--- src/rtl/mips_pkg.sv ---
// Shared definitions for the MIPS pipeline front end: fetch FSM states,
// the IF/ID record and PC arithmetic constants.
package mips_pkg;

    typedef enum logic [1:0] {
        REPOSO  = 2'd0,
        PEDIR   = 2'd1,
        RETENER = 2'd2
    } estado_t;

    // sll $0,$0,0 -- the canonical bubble
    localparam logic [31:0] NOP_WORD     = 32'h0000_0000;
    localparam logic [31:0] PC_INCREMENT = 32'd4;

    typedef struct packed {
        logic [31:0] instr;
        logic [31:0] pc_plus4;
        logic        valida;
    } if_id_t;

    // Word-align a branch/jump target; the two low bits are meaningless
    function automatic logic [31:0] alinear(input logic [31:0] a);
        return a & ~32'd3;
    endfunction

endpackage

--- src/rtl/etapa_busqueda_registro_if_id.sv ---
// IF/ID pipeline register: flush beats stall, stall holds contents.
module registro_if_id
    import mips_pkg::*;
#(
    parameter logic [31:0] NOP = NOP_WORD
) (
    input  logic   clk,
    input  logic   reset,
    input  logic   flush,
    input  logic   enable,
    input  if_id_t d,
    output if_id_t q
);

    // Reset and flush both inject a bubble; otherwise load only when enabled
    always_ff @(posedge clk) begin
        if (reset || flush)
            q <= '{instr: NOP, pc_plus4: 32'h0, valida: 1'b0};
        else if (enable)
            q <= d;
    end

endmodule

--- src/rtl/etapa_busqueda.sv ---
// Instruction-fetch stage: owns the PC, talks req/ready to instruction
// memory, parks a word fetched under a decode stall, and feeds IF/ID.
module etapa_busqueda
    import mips_pkg::*;
#(
    parameter logic [31:0] PC_RESET = 32'h0000_0000,
    parameter logic [31:0] NOP      = NOP_WORD
) (
    input  logic        clk,
    input  logic        reset,
    input  logic        detener,
    input  logic        cambiar_pc,
    input  logic [31:0] nueva_pc,
    output logic        imem_req,
    output logic [31:0] imem_addr,
    input  logic        imem_ready,
    input  logic [31:0] imem_dato,
    output logic [31:0] instruccion,
    output logic [31:0] pc_plus4_out,
    output logic        valida_id
);

    estado_t     estado, estado_sig;
    logic [31:0] pc, pc_sig, pc_mas4;
    if_id_t      buffer, if_id_d, if_id_q;
    logic        acepta, carga_buffer;

    // Memory interface depends only on state and PC
    assign imem_req  = (estado == PEDIR);
    assign imem_addr = pc;
    assign pc_mas4   = pc + PC_INCREMENT;
    assign acepta    = imem_req && imem_ready;

    // State and PC registers
    always_ff @(posedge clk) begin
        if (reset) begin
            estado <= REPOSO;
            pc     <= PC_RESET;
        end else begin
            estado <= estado_sig;
            pc     <= pc_sig;
        end
    end

    // Holding buffer for a word that arrived while decode was stalled
    always_ff @(posedge clk) begin
        if (reset || cambiar_pc)
            buffer <= '{instr: NOP, pc_plus4: 32'h0, valida: 1'b0};
        else if (carga_buffer)
            buffer <= '{instr: imem_dato, pc_plus4: pc_mas4, valida: 1'b1};
    end

    // Next state, next PC and IF/ID input; redirect overrides everything
    always_comb begin
        estado_sig   = estado;
        pc_sig       = pc;
        carga_buffer = 1'b0;
        if_id_d      = '{instr: NOP, pc_plus4: 32'h0, valida: 1'b0};
        case (estado)
            REPOSO: estado_sig = PEDIR;
            PEDIR: begin
                if (acepta) begin
                    pc_sig = pc_mas4;
                    if (detener) begin
                        carga_buffer = 1'b1;
                        estado_sig   = RETENER;
                    end else begin
                        if_id_d = '{instr: imem_dato, pc_plus4: pc_mas4, valida: 1'b1};
                    end
                end
            end
            RETENER: begin
                if_id_d = buffer;
                if (!detener)
                    estado_sig = PEDIR;
            end
            default: estado_sig = REPOSO;
        endcase
        if (cambiar_pc) begin
            estado_sig   = PEDIR;
            pc_sig       = alinear(nueva_pc);
            carga_buffer = 1'b0;
        end
    end

    registro_if_id #(.NOP(NOP)) u_if_id (
        .clk    (clk),
        .reset  (reset),
        .flush  (cambiar_pc),
        .enable (!detener),
        .d      (if_id_d),
        .q      (if_id_q)
    );

    assign instruccion  = if_id_q.instr;
    assign pc_plus4_out = if_id_q.pc_plus4;
    assign valida_id    = if_id_q.valida;

endmodule

--- config.mk ---
export PLATFORM = sky130hd
export DESIGN_NAME = etapa_busqueda
export DESIGN_NICKNAME = d
export VERILOG_FILES = /design/src/rtl/mips_pkg.sv /design/src/rtl/etapa_busqueda_registro_if_id.sv /design/src/rtl/etapa_busqueda.sv
export SDC_FILE = /design/constraint.sdc
export NUM_CORES = 1
export LEC_CHECK = 0
export ABC_AREA = 1
export CAP_MARGIN = 20
export CORE_UTILIZATION = 40
export CTS_BUF_LIST = sky130_fd_sc_hd__clkbuf_8 sky130_fd_sc_hd__clkbuf_16
export DETAILED_ROUTE_END_ITERATION = 8
export HOLD_SLACK_MARGIN = 0.1
export PLACE_DENSITY = 0.65
export SLEW_MARGIN = 20
export SYNTH_ARGS = -nofsm -noshare
export SYNTH_HDL_FRONTEND = slang
export SYNTH_SLANG_ARGS = --single-unit
--- constraint.sdc ---
create_clock -name clk -period 1.6 [get_ports clk]
set_clock_uncertainty 0.1 [all_clocks]
set_input_delay 0.32 -clock clk [delete_from_list [all_inputs] [get_ports clk]]
set_output_delay 0.32 -clock clk [all_outputs]
set_load 0.02 [all_outputs]
* After elaboration in Yosys (flattened, before gate mapping)
Index checks and enable logic that the tools add are counted.
** Storage, ports and cells
- Input bits :: 69
- Logic and storage cells :: 43
- Flip-flop bits (word level) :: 164
- Output and inout bits :: 98
** Operators by class
- Multiplexer cells :: 14
- Reductions and logical operators :: 10
- Equality and inequality tests :: 8
- $add $sub $neg :: 1
** Operators by type and width (number)
- one-hot mux 65 bit (2 select lines) :: 1
- 2-to-1 mux 32 bit :: 3
- 2-to-1 mux 65 bit :: 1
- adder 32 x 3 -> 32 bit, second input constant :: 1
- 2-to-1 mux 2 bit :: 3
- inequality test 3 bit, second input constant :: 2
- one-hot mux 2 bit (3 select lines) :: 1
- AND reduction 3 bit :: 2
- 2-to-1 mux 1 bit :: 5
- inequality test 2 bit, second input constant :: 2
- AND reduction 2 bit :: 2
- nonzero test 2 bit :: 2
- inequality test 3 x 2 -> 1 bit, second input constant :: 1
- == test 2 x 1 -> 1 bit, second input constant :: 1
- == test 2 bit, second input constant :: 1
- zero test 2 bit :: 1
- inequality test 2 x 1 -> 1 bit, second input constant :: 1
- OR reduction 2 bit :: 1
- logical AND 1 bit :: 1
- logical OR 1 bit :: 1

* Logic depth before layout (Yosys ltp)
Gate-level depths: netlist of run 1.
- Depth after elaboration :: 5
- Mapped depth :: 12
- Depth with buffers taken out :: 12

* Hierarchy
From an unflattened synthesis of run 1, not the netlist that was laid out.
** Unflattened totals
- Cells, all modules :: 1293
- Area total of the unflattened synthesis :: 8206.6 um^2
** By module, submodules not included
- etapa_busqueda :: area an instance 5561.6 um^2, seq. area each 1901.8 um^2, cells an instance 881, times used 1
- registro_if_id :: area an instance 2645.0 um^2, seq. area each 1301.2 um^2, cells an instance 412, times used 1

* Worst setup path before layout of run 1
OpenSTA, ideal clock, no wires.
- Path type :: flip-flop to flip-flop
- From :: register estado[1]
- To :: register buffer[40] (netlist bit)
- Setup slack :: -0.313 ns
- Path buffers :: 3
- Clock period less this slack :: 1.913 ns
- Data required time :: 1.381 ns
- Stages on the path, launching flop included :: 11
- Arrival :: 1.694 ns
- Library setup time :: 0.119 ns
- Cells stage by stage :: dfxtp_1 inv_1 ha_1 nand2_1 inv_2 nand2_1 buf_2 inv_2 buf_2 buf_2 a21oi_1
** Between the ends
- Cells in the longest elaborated chain, start to end :: 5
** RTL lines
- from (decl) :: RTL line etapa_busqueda.sv:23 : estado_t estado, estado_sig;
- from (signal assigned) :: RTL line etapa_busqueda.sv:40 : estado <= estado_sig;
- == test 2 x 1 -> 1 bit * :: RTL line etapa_busqueda.sv:29 : assign imem_req = (estado == PEDIR);
- net imem_req :: RTL line etapa_busqueda.sv:14 : output logic imem_req,
- logical AND 1 bit :: RTL line etapa_busqueda.sv:32 : assign acepta = imem_req && imem_ready;
- 2-to-1 mux 1 bit :: RTL line etapa_busqueda.sv:62 : if (acepta) begin
- 2-to-1 mux 1 bit * :: RTL line etapa_busqueda.sv:59 : case (estado)
- 2-to-1 mux 1 bit * :: RTL line etapa_busqueda.sv:79 : if (cambiar_pc) begin
- to (signal assigned) :: RTL line etapa_busqueda.sv:48 : buffer <= '{instr: NOP, pc_plus4: 32'h0, valida: 1'b0};
- to (signal assigned) :: RTL line etapa_busqueda.sv:50 : buffer <= '{instr: imem_dato, pc_plus4: pc_mas4, valida: 1'b1};
- to (decl) :: RTL line etapa_busqueda.sv:25 : if_id_t buffer, if_id_d, if_id_q;
The timed path passes the listed nets; every way through them passes the cells marked *.
A chain may end at the register's enable or synchronous reset.

* Worst setup path in the final report of run 1
- From :: register pc[2], in the netlist imem_addr[2]
- To :: register u_if_id.q[13] (netlist bit)
** Between the ends
- Cells in the longest elaborated chain, start to end :: 3
** RTL lines
- from (decl) :: RTL line etapa_busqueda.sv:24 : logic [31:0] pc, pc_sig, pc_mas4;
- from (signal assigned) :: RTL line etapa_busqueda.sv:41 : pc <= pc_sig;
- adder 32 x 3 -> 32 bit :: RTL line etapa_busqueda.sv:31 : assign pc_mas4 = pc + PC_INCREMENT;
- 2-to-1 mux 65 bit :: RTL line etapa_busqueda.sv:62
- one-hot mux 65 bit (2 select lines) :: RTL line etapa_busqueda.sv:59
- to (signal assigned) :: RTL line etapa_busqueda_registro_if_id.sv:18 : q <= '{instr: NOP, pc_plus4: 32'h0, valida: 1'b0};
- to (decl) :: RTL line etapa_busqueda_registro_if_id.sv:12 : output if_id_t q
No other way between the ends.

==> results.cfg, run 1 <==
[die]
io_pins = 167
core-area_sq_um = 18000
initial_core_util_pct = 40.8
rows = 49
die_y_um = 138
dieArea_sq_um = 18900
dieWidth_um = 138

[setup_path]
reg2reg_to = u_if_id.q[13]$_SDFFE_PP0N_
worst-endpoint-arrival_ns = 2.04
start_kind = register
end_kind = register
cp_max_fo = 4
timing.rr.start = imem_addr[2]$_SDFFE_PP0P_
required_ns = 1.86
r2r_slack_ns = -0.19
worstSetupStartpoint = imem_addr[2]$_SDFFE_PP0P_
r2r_cells = 10
path_class = reg -> reg

[detailed_routing]
wirelength_um = 23900
dr.pass1.iters = 5
postRouteAntennaNets = 0
drcViolationCount = 0
vias = 7862
viasPerCell = 5.05
wl_per_cell_um = 15.4
initialDrtViolationCount = 472

[timing]
maxSlewHeadroom_pct = 63.0
hold_slack_ns = 0.282
post-route-period-util_pct = 112
fin_setup_tns_ns = -3.28
drv_slew = 0
period_minus_slack_ns = 1.79
rsz0062_at_grt = yes
tightest_slew_ns = 0.554
max_freq_ghz = 0.560
setup_viol = 44
final.setup.worst_slack_ns = -0.185
hold_viol = 0

[layout]
stdcell_area_sq_um = 11000
fillCellCount = 1687
regArea_sq_um = 3210
area_growth_pct = 49.7
final_nets = 1391
utilization_pct = 61.1
multi_input_area_sq_um = 3990
layout.cells.non_filler = 1558
drive_gt1_share_pct = 22.6
diodes = 0

[pwr]
power_density_nw_per_um2 = 876
p_leak_nw = 4.83
vdd_ir_drop_max_mv = 0.684

[worst_hold_path]
hold_start = detener
hold_class = in -> reg
hold-path-cell-count = 5
hold_end = estado[1]$_SDFFE_PP0P_

[synth]
synth-xor-area-share_pct = 1.89
synth_edf_count = 0
yosysMostFrequentCell = nand2_1
synthTopCellsByCount = 379 x nand2_1, 158 x dfxtp_1, 129 x o21ai_0
synthSimpleGateAreaFrac_pct = 27.0
synth-seq-cells = 158
syn_inst = 1100
synth_top_area_share_pct = 43.0
yosys_warnings = 0
synthTopCellsByArea = dfxtp_1 43%, nand2_1 19%, o21ai_0 8.8%, a21oi_1 7.2%, inv_1 4.7%
synthMuxAreaShare_pct = 0
seq_area_frac_synth_pct = 43.0
synth_compound_area_share_pct = 18.1
syn_avg_cell_area_sq_um = 6.69
synth_area_sq_um = 7360
synth_top_family_by_area = simple AND/OR/NAND/NOR gates
synth_flop_cell = dfxtp_1
synth_cell_types = 31
synth_fa_ha_area_share_pct = 1.02
async_flop_share_pct = 0
yosysTopAreaCell = dfxtp_1

[grt]
antenna_found_initial = 1
grt_pass1_wl_um = 35500
grt_start_max_net_pins = 39
globalRouteOverflowTotal = 0
grt_pass1_vias = 6952
grt_usage_pct = 24.2

[clock_tree]
cts.sinks = 158
cts_made_buffers = 17
cts_tree = built
clock-root-buffer = clkbuf_16
path_clk_slew_ns = 0.07
cts.path.max_buffers = 2
clk_latency_ns = 0.42
cts.htree.levels = 4

[status]
status = finished with violations
violations = setup timing

[placement]
port_buffers = 160
gp_congestion = 0.889
postPlaceCellArea_sq_um = 9800
hpwlAfterDp_um = 15600
dp_cells = 1506

[job]
drv_cap = 0
-- metrics by stage --
| stage | setup WS [ns] | power (mW) |
|---|---|---|
| 5_1_grt | -0.304 | 10.0 |
| 2_1_floorplan | -0.00756 | 4.76 |
| 3_3_place_gp | -0.305 | 5.40 |
| 3_5_place_dp | -0.349 | 5.41 |
| 4_1_cts | -0.160 | 9.54 |
| 6_report | -0.185 | 9.65 |
-- cells in the final DEF (no fill, tap or decap), types with 17 or more instances in the layout --
cell type        Yosys  layout
inv_1               92      88
buf_2               14      17
clkdlybuf4s50_1      0      65
nand3_1             36      24
clkbuf_16            0      24
nand2_1            379     349
a21oi_1            106      95
dlygate4sd2_1        0      60
o21ai_1              1      33
nand2_2              3      26
dfxtp_1            158     135
nor2_1              65      53
o21ai_0            129      91
buf_4                4      71
-- cells by family (layout without fill, tap and decap cells) --
logic type	after synthesis	in the layout
compound gates	256	256
xor+xnor	15	15
fa+ha+maj	6	6
buf+inv	167	393
flops	158	158
other cells	1	4
simple gates	497	497
-- sequential cells by signal, indices dropped and copies added (netlist names) --
name	count
buffer	63
estado	2
imem_addr	30
u_if_id.q	63
-- per-layer routing --
metal	share of wire (%)	routed length, um	track usage (%)	vias to the layer above
li1	-	-	-	3910
met1	44	10600	32.7	3631
met2	47	11200	38.5	276
met3	6.8	1630	5.33	43
met4	2.1	509	6.90	2
met5	0.054	13	0	-
-- power by group --
| group | switching, mW | leakage (nW) | internal, mW |
|---|---|---|---|
| Clock | 1.81 | 0.295 | 2.34 |
| Combinational | 0.789 | 3.24 | 0.627 |
| Sequential | 0.0787 | 1.29 | 4.01 |
-- how the worst max path moves through the flow --
stage | cells after the start | end
after CTS | 10 | u_if_id.q[19]$_SDFFE_PP0N_
final | 10 | u_if_id.q[13]$_SDFFE_PP0N_
after floorplan | 10 | u_if_id.q[13]$_SDFFE_PP0N_
after detailed placement | 8 | buffer[37]$_SDFFE_PP0P_
after global placement | 8 | buffer[39]$_SDFFE_PP0P_
after global routing | 11 | u_if_id.q[17]$_SDFFE_PP0N_
-- critical path, cell delays in order, from the launching register on --
cell	delay, ns
dfxtp_4	0.37
ha_4	0.14
nand2_4	0.05
nor2_4	0.14
nand2_4	0.11
nor2_4	0.17
xor2_1	0.23
nand2_1	0.11
nand2_1	0.12
nand2_1	0.06
a21oi_1	0.11
-- final cells by class --
cell class,count,share of cell area [%]
clock inverters,13,1.26
inverters,98,3.53
repair buffers,263,23.1
flip-flops and latches,158,29.1
clock buffers,19,4.21
multi-input cells,778,36.2
well taps,229,2.60
-- timing repair --
| action | CTS | global route |
|---|---|---|
| endpoints found under the setup margin | 186 | 143 |
| buffers inserted | 4 | 9 |
| pin swaps | 28 | 39 |
| hold buffers | 0 | 0 |
| resized for setup | 227 | 135 |
| cloned | 0 | 7 |
Power figures use the tool's default switching activity.
==> run 2, diff against run 1 <==
CELL_PAD_IN_SITES_DETAIL_PLACEMENT = 1   (was unset)
CELL_PAD_IN_SITES_GLOBAL_PLACEMENT = 1   (was unset)
CORE_UTILIZATION = 32   (was 40)
PLACE_DENSITY = 0.74   (was 0.65)
==> results.cfg, run 2 (same netlist as run 1, synthesis figures left out) <==
[layout]
diodes = 0
area_growth_pct = 67.3
utilization_pct = 54.6
final_nets = 1422
drive_gt1_share_pct = 35.1
layout_commonest_cell = nand2_1
regArea_sq_um = 3210
fillCellCount = 2675
multi_input_area_sq_um = 4630
layout_common_cells = 314 x nand2_1, 127 x dfxtp_1, 86 x inv_1
layout.cells.non_filler = 1645

[setup_path]
worst-endpoint-arrival_ns = 2.15
end_kind = register
path_class = reg -> reg
crit_chain = nand2_1 > nor2_2 > nand2_1 > nor2_4 > buf_6 > nand2_1 > nand2_2 > buf_4 > nand2_1 > a21o_1 > inv_1
cp_common_cell = nand2_1
start_kind = register
required_ns = 1.90
cp_slowest_cell = dfxtp_2
cp_max_fo = 5
cpPeakStageDelay_ns = 0.37

[timing]
drv_slew = 0
post-route-period-util_pct = 116
maxSlewHeadroom_pct = 62.3
fin_setup_tns_ns = -10.26
max_freq_ghz = 0.540
period_minus_slack_ns = 1.85
hold_viol = 0
final.setup.worst_slack_ns = -0.252
rsz0062_at_grt = yes
tightest_slew_ns = 0.565
setup_viol = 120

[placement]
gp_congestion = 0.837
port_buffers = 160
hpwlAfterDp_um = 18700
dp_cells = 1570

[grt]
grt_start_max_net_pins = 31
grt_pass1_wl_um = 47300
grt_usage_pct = 25.7
antenna_found_initial = 1
grt_pass1_vias = 8758
globalRouteOverflowTotal = 0

[clock_tree]
cts_made_buffers = 17
cts_hold_buf = 0
cts.sinks = 158
clock-root-buffer = clkbuf_16
clk_latency_ns = 0.45
cts.htree.levels = 4
cts_tree = built
cts.path.max_buffers = 2
path_clk_slew_ns = 0.08

[job]
drv_cap = 0

[die]
io_pins = 167
dieArea_sq_um = 23600
initial_core_util_pct = 32.6
rows = 55
core-area_sq_um = 22600
dieWidth_um = 154
die_y_um = 154

[pwr]
power_density_nw_per_um2 = 829
p_leak_nw = 5.33
vdd_ir_drop_max_mv = 0.694
p_total_mw = 10.2

[detailed_routing]
dr.pass1.iters = 4
initialDrtViolationCount = 387
wl_per_cell_um = 21.2
wirelength_um = 34900
viasPerCell = 5.21
postRouteAntennaNets = 0
drcViolationCount = 0
vias = 8564

[status]
status = finished with violations
violations = setup timing

[worst_hold_path]
hold_class = in -> reg
-- run 2: where the power goes --
group | internal, mW | switching [mW]
clock | 2.11 | 2.09
sequential | 4.02 | 0.0939
combinational | 0.829 | 1.07
total | 6.96 | 3.26
-- run 2: area by class of cell --
| cell class | instances | share of cell area, % |
|---|---|---|
| multi-input cells | 778 | 37.6 |
| inverters | 98 | 3.35 |
| repair inverters | 1 | 0.0915 |
| clock buffers | 17 | 3.45 |
| well taps | 285 | 2.90 |
| repair buffers | 293 | 25.1 |
| flip-flops and latches | 158 | 26.1 |
| clock inverters | 15 | 1.36 |
-- run 2: through the flow --
| stage | hold WS, ns | instance area [sq um] | setup slack (ns) |
|---|---|---|---|
| final | 0.319 | 12300 | -0.252 |
| after global routing | 0.324 | 12300 | -0.360 |
| after CTS | 0.293 | 11100 | -0.186 |
| after detailed placement | 0.345 | 9930 | -0.377 |
| after global placement | 0.336 | 9930 | -0.299 |
| after floorplan | 0.325 | 7450 | -0.00756 |
-- run 2: path summary, 6_finish.rpt --
| check | startpoint | to | slack, ns | cells past startpoint |
|---|---|---|---|---|
| worst max-delay path | imem_addr[14]$_SDFFE_PP0P_ | buffer[24]$_SDFFE_PP0P_ | -0.25 | 11 |
| worst min-delay path | detener | u_if_id.q[7]$_SDFFE_PP0N_ | 0.32 | 4 |
| worst max register to register | imem_addr[14]$_SDFFE_PP0P_ | buffer[24]$_SDFFE_PP0P_ | -0.25 | 11 |
| worst min register to register | u_if_id.q[7]$_SDFFE_PP0N_ | u_if_id.q[7]$_SDFFE_PP0N_ | 0.36 | 2 |
-- run 2: repair_timing --
| item | 4_1_cts | 5_1_grt |
|---|---|---|
| gates resized for setup | 301 | 338 |
| cloned | 7 | 12 |
| endpoints found under the setup margin | 228 | 178 |
| setup buffers | 15 | 15 |
| pin swaps | 38 | 105 |
-- run 2: routing by layer --
layer | share of wire [%] | global-route usage [%]
met5 | 0.037 | 0
met4 | 4.0 | 10.4
met3 | 4.4 | 5.41
met2 | 51 | 45.4
met1 | 41 | 30.1
-- run 2: worst max-delay path: cells and delay by family (launching register included) --
family          cells  cell delay (ns)
compound gates      1             0.18
flops               1             0.37
buf+inv             3             0.30
simple gates        7             0.85
==> run 3, diff against run 2 <==
CORE_MARGIN = 4   (was unset)
==> results.cfg, run 3 (same netlist as run 1, synthesis figures left out) <==
[detailed_routing]
viasPerCell = 5.60
vias = 9386
postRouteAntennaNets = 0
wirelength_um = 43600
dr.pass1.iters = 5
initialDrtViolationCount = 654
drcViolationCount = 0
wl_per_cell_um = 26.0

[clock_tree]
cts_made_buffers = 17
path_clk_slew_ns = 0.09
cts.htree.levels = 4
clock-root-buffer = clkbuf_16
cts_hold_buf = 0
clk_latency_ns = 0.46
cts_tree = built
cts.path.max_buffers = 2
cts.sinks = 158

[timing]
drv_slew = 0
post-route-period-util_pct = 124
hold_slack_ns = 0.318
rsz0062_at_grt = yes
fin_setup_tns_ns = -28.08
final.setup.worst_slack_ns = -0.384
period_minus_slack_ns = 1.98
max_freq_ghz = 0.504
tightest_slew_ns = 0.564
maxSlewHeadroom_pct = 62.4
hold_viol = 0
setup_viol = 167

[pwr]
p_leak_nw = 5.79
swShare_pct = 32.1
power_frac_comb_pct = 20.7
power_frac_clock_pct = 41.2
p_switching_mw = 3.47
intPower_mw = 7.33
power_frac_seq_pct = 38.2
vdd_ir_drop_max_mv = 0.656
power_density_nw_per_um2 = 807
p_total_mw = 10.8

[layout]
diodes = 0
layout_commonest_cell = nand2_1
stdcell_area_sq_um = 13400
drive_gt1_share_pct = 43.5
layout.cells.non_filler = 1675
area_growth_pct = 81.9
layout_common_cells = 270 x nand2_1, 130 x dfxtp_1, 88 x inv_1
final_nets = 1452

[worst_hold_path]
hold-path-cell-count = 3
hold_class = in -> reg
hold_start = imem_dato[13]
hold_end = buffer[46]$_SDFFE_PP0P_

[placement]
port_buffers = 160
hpwlAfterDp_um = 19200
postPlaceCellArea_sq_um = 9960
dp_cells = 1574
gp_congestion = 0.833

[die]
dieWidth_um = 160
die_y_um = 160
initial_core_util_pct = 32.5
rows = 55
dieArea_sq_um = 25500
io_pins = 167
core-area_sq_um = 22600

[setup_path]
r2r_cells = 13
worst-endpoint-arrival_ns = 2.22
end_kind = register
r2r_slack_ns = -0.38
cpPeakStageDelay_ns = 0.40
cp_max_fo = 4
required_ns = 1.83
path_class = reg -> reg
cp_slowest_cell = dfxtp_4
reg2reg_to = u_if_id.q[21]$_SDFFE_PP0N_
cp_common_cell = nand2_2
start_kind = register
timing.rr.start = imem_addr[2]$_SDFFE_PP0P_
crit_chain = ha_4 > nand2_4 > nor2_4 > nand2_4 > nor2_4 > buf_12 > nand2_2 > nand2_2 > nand2_2 > nand2_2 > nand2_1 > nand2_1 > a21oi_1

[grt]
globalRouteOverflowTotal = 0
grt_usage_pct = 24.8
grt_pass1_vias = 9066
grt_pass1_wl_um = 50700
antenna_found_initial = 1
grt_start_max_net_pins = 42

[status]
status = finished with violations
violations = setup timing

[job]
drv_cap = 0
run 3: routing by layer:
layer / track usage, % / routed length [um]
met1: 29.7 / 16100
met2: 43.0 / 21400
met3: 4.95 / 2870
met4: 11.4 / 3160
met5: 0 / 13
run 3: final cells by class:
cell class	count	area, sq um
clock buffer	17	425
clock inverter	15	180
fill	2551	9250
inverter	98	402
multi-input combinational	778	5290
sequential	158	3230
tap	285	357
timing repair buffer	324	3510
run 3: how the worst max path moves through the flow:
stage / from / to / slack [ns] / depth (start not counted)
floorplan: imem_addr[2]$_SDFFE_PP0P_ / u_if_id.q[13]$_SDFFE_PP0N_ / -0.008 / 10
global placement: cambiar_pc / buffer[8]$_SDFFE_PP0P_ / -0.31 / 8
detailed placement: imem_ready / buffer[53]$_SDFFE_PP0P_ / -0.37 / 8
CTS: imem_addr[2]$_SDFFE_PP0P_ / u_if_id.q[29]$_SDFFE_PP0N_ / -0.14 / 12
global route: imem_addr[2]$_SDFFE_PP0P_ / u_if_id.q[21]$_SDFFE_PP0N_ / -0.45 / 12
finish: imem_addr[2]$_SDFFE_PP0P_ / u_if_id.q[21]$_SDFFE_PP0N_ / -0.38 / 13
run 3: power by group through the flow:
stage	registers (mW)	clock network (mW)	logic, mW
floorplan	4.24	0	0.520
global route	4.12	4.61	2.31
detailed placement	4.17	0	1.32
finish	4.12	4.45	2.23
CTS	4.10	4.33	1.64
global placement	4.17	0	1.29
run 3: per-stage QoR:
| stage | worst slack, ns | utilization, % |
|---|---|---|
| after floorplan | -0.00756 | - |
| after detailed placement | -0.368 | 44.0 |
| after global placement | -0.310 | 44.0 |
| after global routing | -0.455 | 59.1 |
| final | -0.384 | 59.1 |
| after CTS | -0.140 | 51.6 |
run 3: what timing repair did:
action                     4_1_cts  5_1_grt
setup endpoints to repair      235      189
setup buffers                   25       24
resized for setup              423      425
cloned                          13       11
pin swaps                       49      123
run 3: worst max-delay path, delay by kind of cell (launching register included):
kind | cells | cell delay (ns)
AO/OA/AOI/OAI | 1 | 0.07
adder cells (fa/ha/maj) | 1 | 0.16
buffers and inverters | 1 | 0.15
flip-flops | 1 | 0.40
AND/OR/NAND/NOR | 10 | 0.98
